<file path="config.mk">
export PLATFORM = sky130hd
export DESIGN_NAME = add_seq_ctrl_flat
export DESIGN_NICKNAME = d
export VERILOG_FILES = /design/src/rtl/add_pkg.sv /design/src/rtl/add_seq_ctrl_if.sv /design/src/rtl/add.sv /design/src/rtl/add_seq_ctrl.sv /design/src/flat_wrapper.sv
export SDC_FILE = /design/constraint.sdc
export NUM_CORES = 1
export LEC_CHECK = 0
export ABC_AREA = 1
export BUFFER_PORTS_ARGS = -buffer_cell sky130_fd_sc_hd__buf_2
export CORE_AREA = 2 2 91 93
export DETAILED_ROUTE_END_ITERATION = 10
export DIE_AREA = 0 0 93 95
export SLEW_MARGIN = 15
export SYNTH_ARGS = -nofsm -noshare
export SYNTH_HDL_FRONTEND = slang
export SYNTH_SLANG_ARGS = --single-unit
</file>
<file path="constraint.sdc">
create_clock -name clk -period 4.4 [get_ports clk]
set_clock_uncertainty 0.05 [all_clocks]
set_input_delay 0.88 -clock clk [delete_from_list [all_inputs] [get_ports clk]]
set_output_delay 0.88 -clock clk [all_outputs]
set_load 0.01 [all_outputs]
</file>
<file path="src/rtl/add_pkg.sv">
// add_pkg: shared state encoding and nibble width for the add sequencer
package add_pkg;
    typedef enum logic [1:0] {IDLE, RUN, DONE} state_t;
    localparam int NIBBLE_W = 4;
endpackage

</file>
<file path="src/rtl/add_seq_ctrl_if.sv">
// add_seq_ctrl_if: request/result bus between datapath control and the add sequencer
interface add_seq_ctrl_if #(parameter int NIBBLES = 4);
    localparam int W = add_pkg::NIBBLE_W * NIBBLES;
    logic start;
    logic sub;
    logic [W-1:0] op_a;
    logic [W-1:0] op_b;
    logic busy;
    logic done;
    logic [W-1:0] result;
    logic cout;
    logic ovf;
    modport master(output start, sub, op_a, op_b, input busy, done, result, cout, ovf);
    modport slave(input start, sub, op_a, op_b, output busy, done, result, cout, ovf);
endinterface

</file>
<file path="src/rtl/add.sv">
// add: 4-bit adder with carry in and carry out
module add (
    input  logic [3:0] a,
    input  logic [3:0] b,
    input  logic       cin,
    output logic [3:0] s,
    output logic       cout
);
    assign {cout, s} = {1'b0, a} + {1'b0, b} + {4'b0, cin};
endmodule

</file>
<file path="src/rtl/add_seq_ctrl.sv">
// add_seq_ctrl: multi-nibble add/subtract sequenced through one shared 4-bit adder
module add_seq_ctrl
    import add_pkg::*;
#(
    parameter int NIBBLES = 4
) (
    input logic clk,
    input logic rst_n,
    add_seq_ctrl_if.slave bus
);
    localparam int W  = NIBBLE_W * NIBBLES;
    localparam int IW = $clog2(NIBBLES);

    state_t state, next_state;
    logic [W-1:0] a_reg, b_reg, work, work_nx, result;
    logic [IW-1:0] idx;
    logic carry, cout, ovf, ovf_nx;
    logic [NIBBLE_W-1:0] add_a, add_b, add_s;
    logic add_cin, add_co;
    logic run, last, accept;

    assign run    = state == RUN;
    assign last   = idx == IW'(NIBBLES - 1);
    assign accept = bus.start && (state == IDLE || state == DONE);
    assign add_a  = run ? a_reg[NIBBLE_W*idx +: NIBBLE_W] : '0;
    assign add_b  = run ? b_reg[NIBBLE_W*idx +: NIBBLE_W] : '0;
    assign add_cin = run && carry;
    assign ovf_nx = (a_reg[W-1] == b_reg[W-1]) && (add_s[NIBBLE_W-1] != a_reg[W-1]);

    assign bus.busy   = run;
    assign bus.done   = state == DONE;
    assign bus.result = result;
    assign bus.cout   = cout;
    assign bus.ovf    = ovf;

    add u_add (
        .a(add_a),
        .b(add_b),
        .cin(add_cin),
        .s(add_s),
        .cout(add_co)
    );

    // work register with the current nibble replaced by the adder sum
    always_comb begin
        work_nx = work;
        work_nx[NIBBLE_W*idx +: NIBBLE_W] = add_s;
    end

    // state register
    always_ff @(posedge clk or negedge rst_n) begin
        if (!rst_n) state <= IDLE;
        else        state <= next_state;
    end

    // next state: RUN walks the nibbles; IDLE and DONE both accept a new start
    always_comb begin
        next_state = run ? (last ? DONE : RUN) : (bus.start ? RUN : IDLE);
    end

    // operand capture, nibble stepping, and publish on the last RUN cycle
    always_ff @(posedge clk or negedge rst_n) begin
        if (!rst_n) begin
            a_reg  <= '0;
            b_reg  <= '0;
            work   <= '0;
            idx    <= '0;
            carry  <= 1'b0;
            result <= '0;
            cout   <= 1'b0;
            ovf    <= 1'b0;
        end else if (accept) begin
            a_reg <= bus.op_a;
            b_reg <= bus.sub ? ~bus.op_b : bus.op_b;
            carry <= bus.sub;
            idx   <= '0;
        end else if (run) begin
            work  <= work_nx;
            carry <= add_co;
            idx   <= last ? idx : idx + 1'b1;
            if (last) begin
                result <= work_nx;
                cout   <= add_co;
                ovf    <= ovf_nx;
            end
        end
    end
endmodule

</file>
<file path="src/flat_wrapper.sv">
// flat-port wrapper written by rule: the top's interface ports become plain ports
module add_seq_ctrl_flat import add_pkg::*;
#(
    parameter int NIBBLES = 4
)
  (clk, rst_n, bus_start, bus_sub, bus_op_a, bus_op_b, bus_busy, bus_done, bus_result, bus_cout, bus_ovf);
  add_seq_ctrl_if #(.NIBBLES(NIBBLES)) bus_i ();
  input logic clk;
  input logic rst_n;
  input wire logic [$bits(bus_i.start)-1:0] bus_start;
  input wire logic [$bits(bus_i.sub)-1:0] bus_sub;
  input wire logic [$bits(bus_i.op_a)-1:0] bus_op_a;
  input wire logic [$bits(bus_i.op_b)-1:0] bus_op_b;
  output wire logic [$bits(bus_i.busy)-1:0] bus_busy;
  output wire logic [$bits(bus_i.done)-1:0] bus_done;
  output wire logic [$bits(bus_i.result)-1:0] bus_result;
  output wire logic [$bits(bus_i.cout)-1:0] bus_cout;
  output wire logic [$bits(bus_i.ovf)-1:0] bus_ovf;
  assign bus_i.start = bus_start;
  assign bus_i.sub = bus_sub;
  assign bus_i.op_a = bus_op_a;
  assign bus_i.op_b = bus_op_b;
  assign bus_busy = bus_i.busy;
  assign bus_done = bus_i.done;
  assign bus_result = bus_i.result;
  assign bus_cout = bus_i.cout;
  assign bus_ovf = bus_i.ovf;
  add_seq_ctrl #(.NIBBLES(NIBBLES)) u_core (.clk(clk), .rst_n(rst_n), .bus(bus_i));
endmodule
</file>
==> metrics.cfg <==
[routing]
routed_wirelength_mm = 7.15
via_count = 2771
drtIter0Drc = 152
drcViolationCount = 0
viasPerCell = 4.75
wl_per_cell_microns = 12.3
firstDrtPassIters = 4
ant_nets = 0

[final_layout]
syn2layout_area_growth_pct = 16.4
final-seq-area_sq_um = 1680
multi_input_area_sq_um = 1490
fin_area_sq_um = 3920
finish.utilization_pct = 49.4
drive_gt1_share_pct = 17.2
antenna_cells = 0
nFillCells = 825
final_nets = 519

[cts]
cts-buffers-inserted = 9
clkTransAtPathRegs_ns = 0.06
cts_tree = yes
root_buffer = clkbuf_8
clockBufferDepth = 2
clk_latency_ns = 0.35
post_cts_buffers = 0
cts_htree_levels = 3
ctsResizeCount = 0
hold_buffers = 0
cts.sink_count = 67

[timing]
maxSlewViolCount = 0
rsz0062_at_grt = false
setup_violations = 0
worstMarginPinSlew_ns = 0.718
timing_hold_violations_final = 0
relSlewSlack_pct = 52.1
worst_slack_ns = 1.57
period_minus_slack_ns = 2.83
fmax_mhz = 353
min_period_over_period_pct = 64.4
tns_ns = 0

[global_routing]
first_global_vias = 2605
grt_max_degree = 52
antenna_found_initial = 0
grt.total_usage_pct = 17.7
grt_overflow = 0
grt_pass1_wl_mm = 12.1

[critical_path]
critical_path_required_ns = 4.64
crit_type = flip-flop to flip-flop
cp_max_fo = 12
critPathArrivalTime_ns = 3.07
startpoint_type = flip-flop
critPathCaptureType = flip-flop

[yosys]
synth_cell_types = 23
syn_avg_cell_area_sq_um = 7.99
yosysSeqAreaShare_pct = 49.8
synth.area.top_cells = dfrtp_1, nand2_1, o21ai_0
syn-num-nets = 467
yosysWarningCount = 0
synth_area_sq_um = 3370
netlist.area_leader.share_pct = 49.8
synth_seq_cells = 67
yosysTopAreaCell = dfrtp_1
synth_cells = 421

[placed_design]
dp_slack_ns = 1.63
io_buffers = 55
gp_congestion = 0.972
postPlaceCellArea_sq_um = 3720
hpwl_mm = 5.20

[floorplanning]
die_y_microns = 95
start_util_pct = 42.5
fp.dieW_microns = 93
core_area_sq_um = 7930
dieArea_sq_um = 8840
ioPinCount = 56
rows = 33

[power]
power_density_nw_per_um2 = 738
peakVddDrop_mv = 0.326
power_leakage_nw = 2.04

[worst_hold_path]
hp-class = flip-flop to flip-flop

[flow_run]
cap_violations = 0

[run_status]
outcome = complete, no violations

## cells in the mapped netlist
cell type	number
nand2_1	150
dfrtp_1	67
o21ai_0	50
nor2_1	40
inv_1	26
xnor2_1	16
a21oi_1	10
clkbuf_1	10
nand3_1	10
ha_1	8
o22ai_1	7
buf_2	5
inv_2	5
nand4_1	3
buf_1	2
buf_4	2
fa_1	2
nor2_8	2
o21ai_1	2
nor2_2	1
o21bai_1	1
o32ai_1	1
xor2_1	1
## area by class of cell
class | instances | share of cell area [%]
Tap cell | 105 | 3.35
Multi-Input combinational cell | 304 | 38.0
Timing Repair Buffer | 60 | 7.99
Clock inverter | 1 | 0.128
Clock buffer | 15 | 4.76
Inverter | 31 | 2.97
Sequential cell | 67 | 42.8
## layout by cell type (no fill, tap or decap)
master / n
nand3_1: 10
nor2_8: 2
dfrtp_1: 67
o21ai_0: 50
clkinv_2: 1
a21oi_1: 10
o21ai_1: 2
nor2_1: 40
ha_1: 8
xor2_1: 1
clkbuf_1: 2
o22ai_1: 7
nand2_1: 150
o32ai_1: 1
o21bai_1: 1
nor2_2: 1
xnor2_1: 16
buf_2: 55
fa_1: 2
clkbuf_8: 13
buf_4: 5
inv_2: 5
inv_1: 26
nand4_1: 3
## worst paths after layout
| path | slack (ns) | cells past startpoint | endpoint | startpoint |
|---|---|---|---|---|
| setup / recovery | 1.57 | 11 | u_core.bus.result[6] | u_core.idx[1] |
| hold / removal | 0.42 | 2 | u_core.a_reg[12] | u_core.a_reg[12] |
| setup reg to reg | 1.57 | 11 | u_core.bus.result[6] | u_core.idx[1] |
| hold reg to reg | 0.42 | 2 | u_core.a_reg[12] | u_core.a_reg[12] |
| max in group asynchronous | 3.07 | 2 | u_core.a_reg[7] | rst_n |
| min in group asynchronous | 0.50 | 1 | u_core.bus.result[9] | rst_n |
## cells by family after synthesis
logic type | synth area share [%]
xor+xnor | 4.42
flops | 49.8
compound gates | 11.0
buf+inv | 5.99
simple gates | 24.6
fa+ha+maj | 4.16
## layer usage
metal / global-route usage, % / wire, microns
met3: 4.55 / 295
met1: 22.0 / 3320
met2: 28.4 / 3320
met5: 0 / 0
met4: 9.31 / 211
## worst max-delay path, stage by stage, from the launching register on
cell     delay (ns)
dfrtp_1        0.52
inv_2          0.25
nor2_1         0.07
o21ai_0        0.08
a21oi_1        0.11
fa_1           0.50
fa_1           0.42
xor2_1         0.26
nand3_1        0.13
o21ai_0        0.24
nand2_1        0.08
nand2_1        0.06
## report_power, final
part	leakage (nW)	total, mW	internal (mW)	switching, mW
Sequential	0.870	1.04	0.880	0.159
Combinational	1.07	1.37	0.478	0.893
Clock	0.0997	0.479	0.266	0.214
## through the flow
step / hold slack [ns] / instances / power, mW
2_1_floorplan: 0.387 / 421 / 2.03
3_3_place_gp: 0.402 / 567 / 2.40
3_5_place_dp: 0.408 / 567 / 2.43
4_1_cts: 0.424 / 583 / 2.93
5_1_grt: 0.438 / 583 / 3.18
6_report: 0.416 / 583 / 2.89
Note: power is estimated with default switching activity, not from simulation.
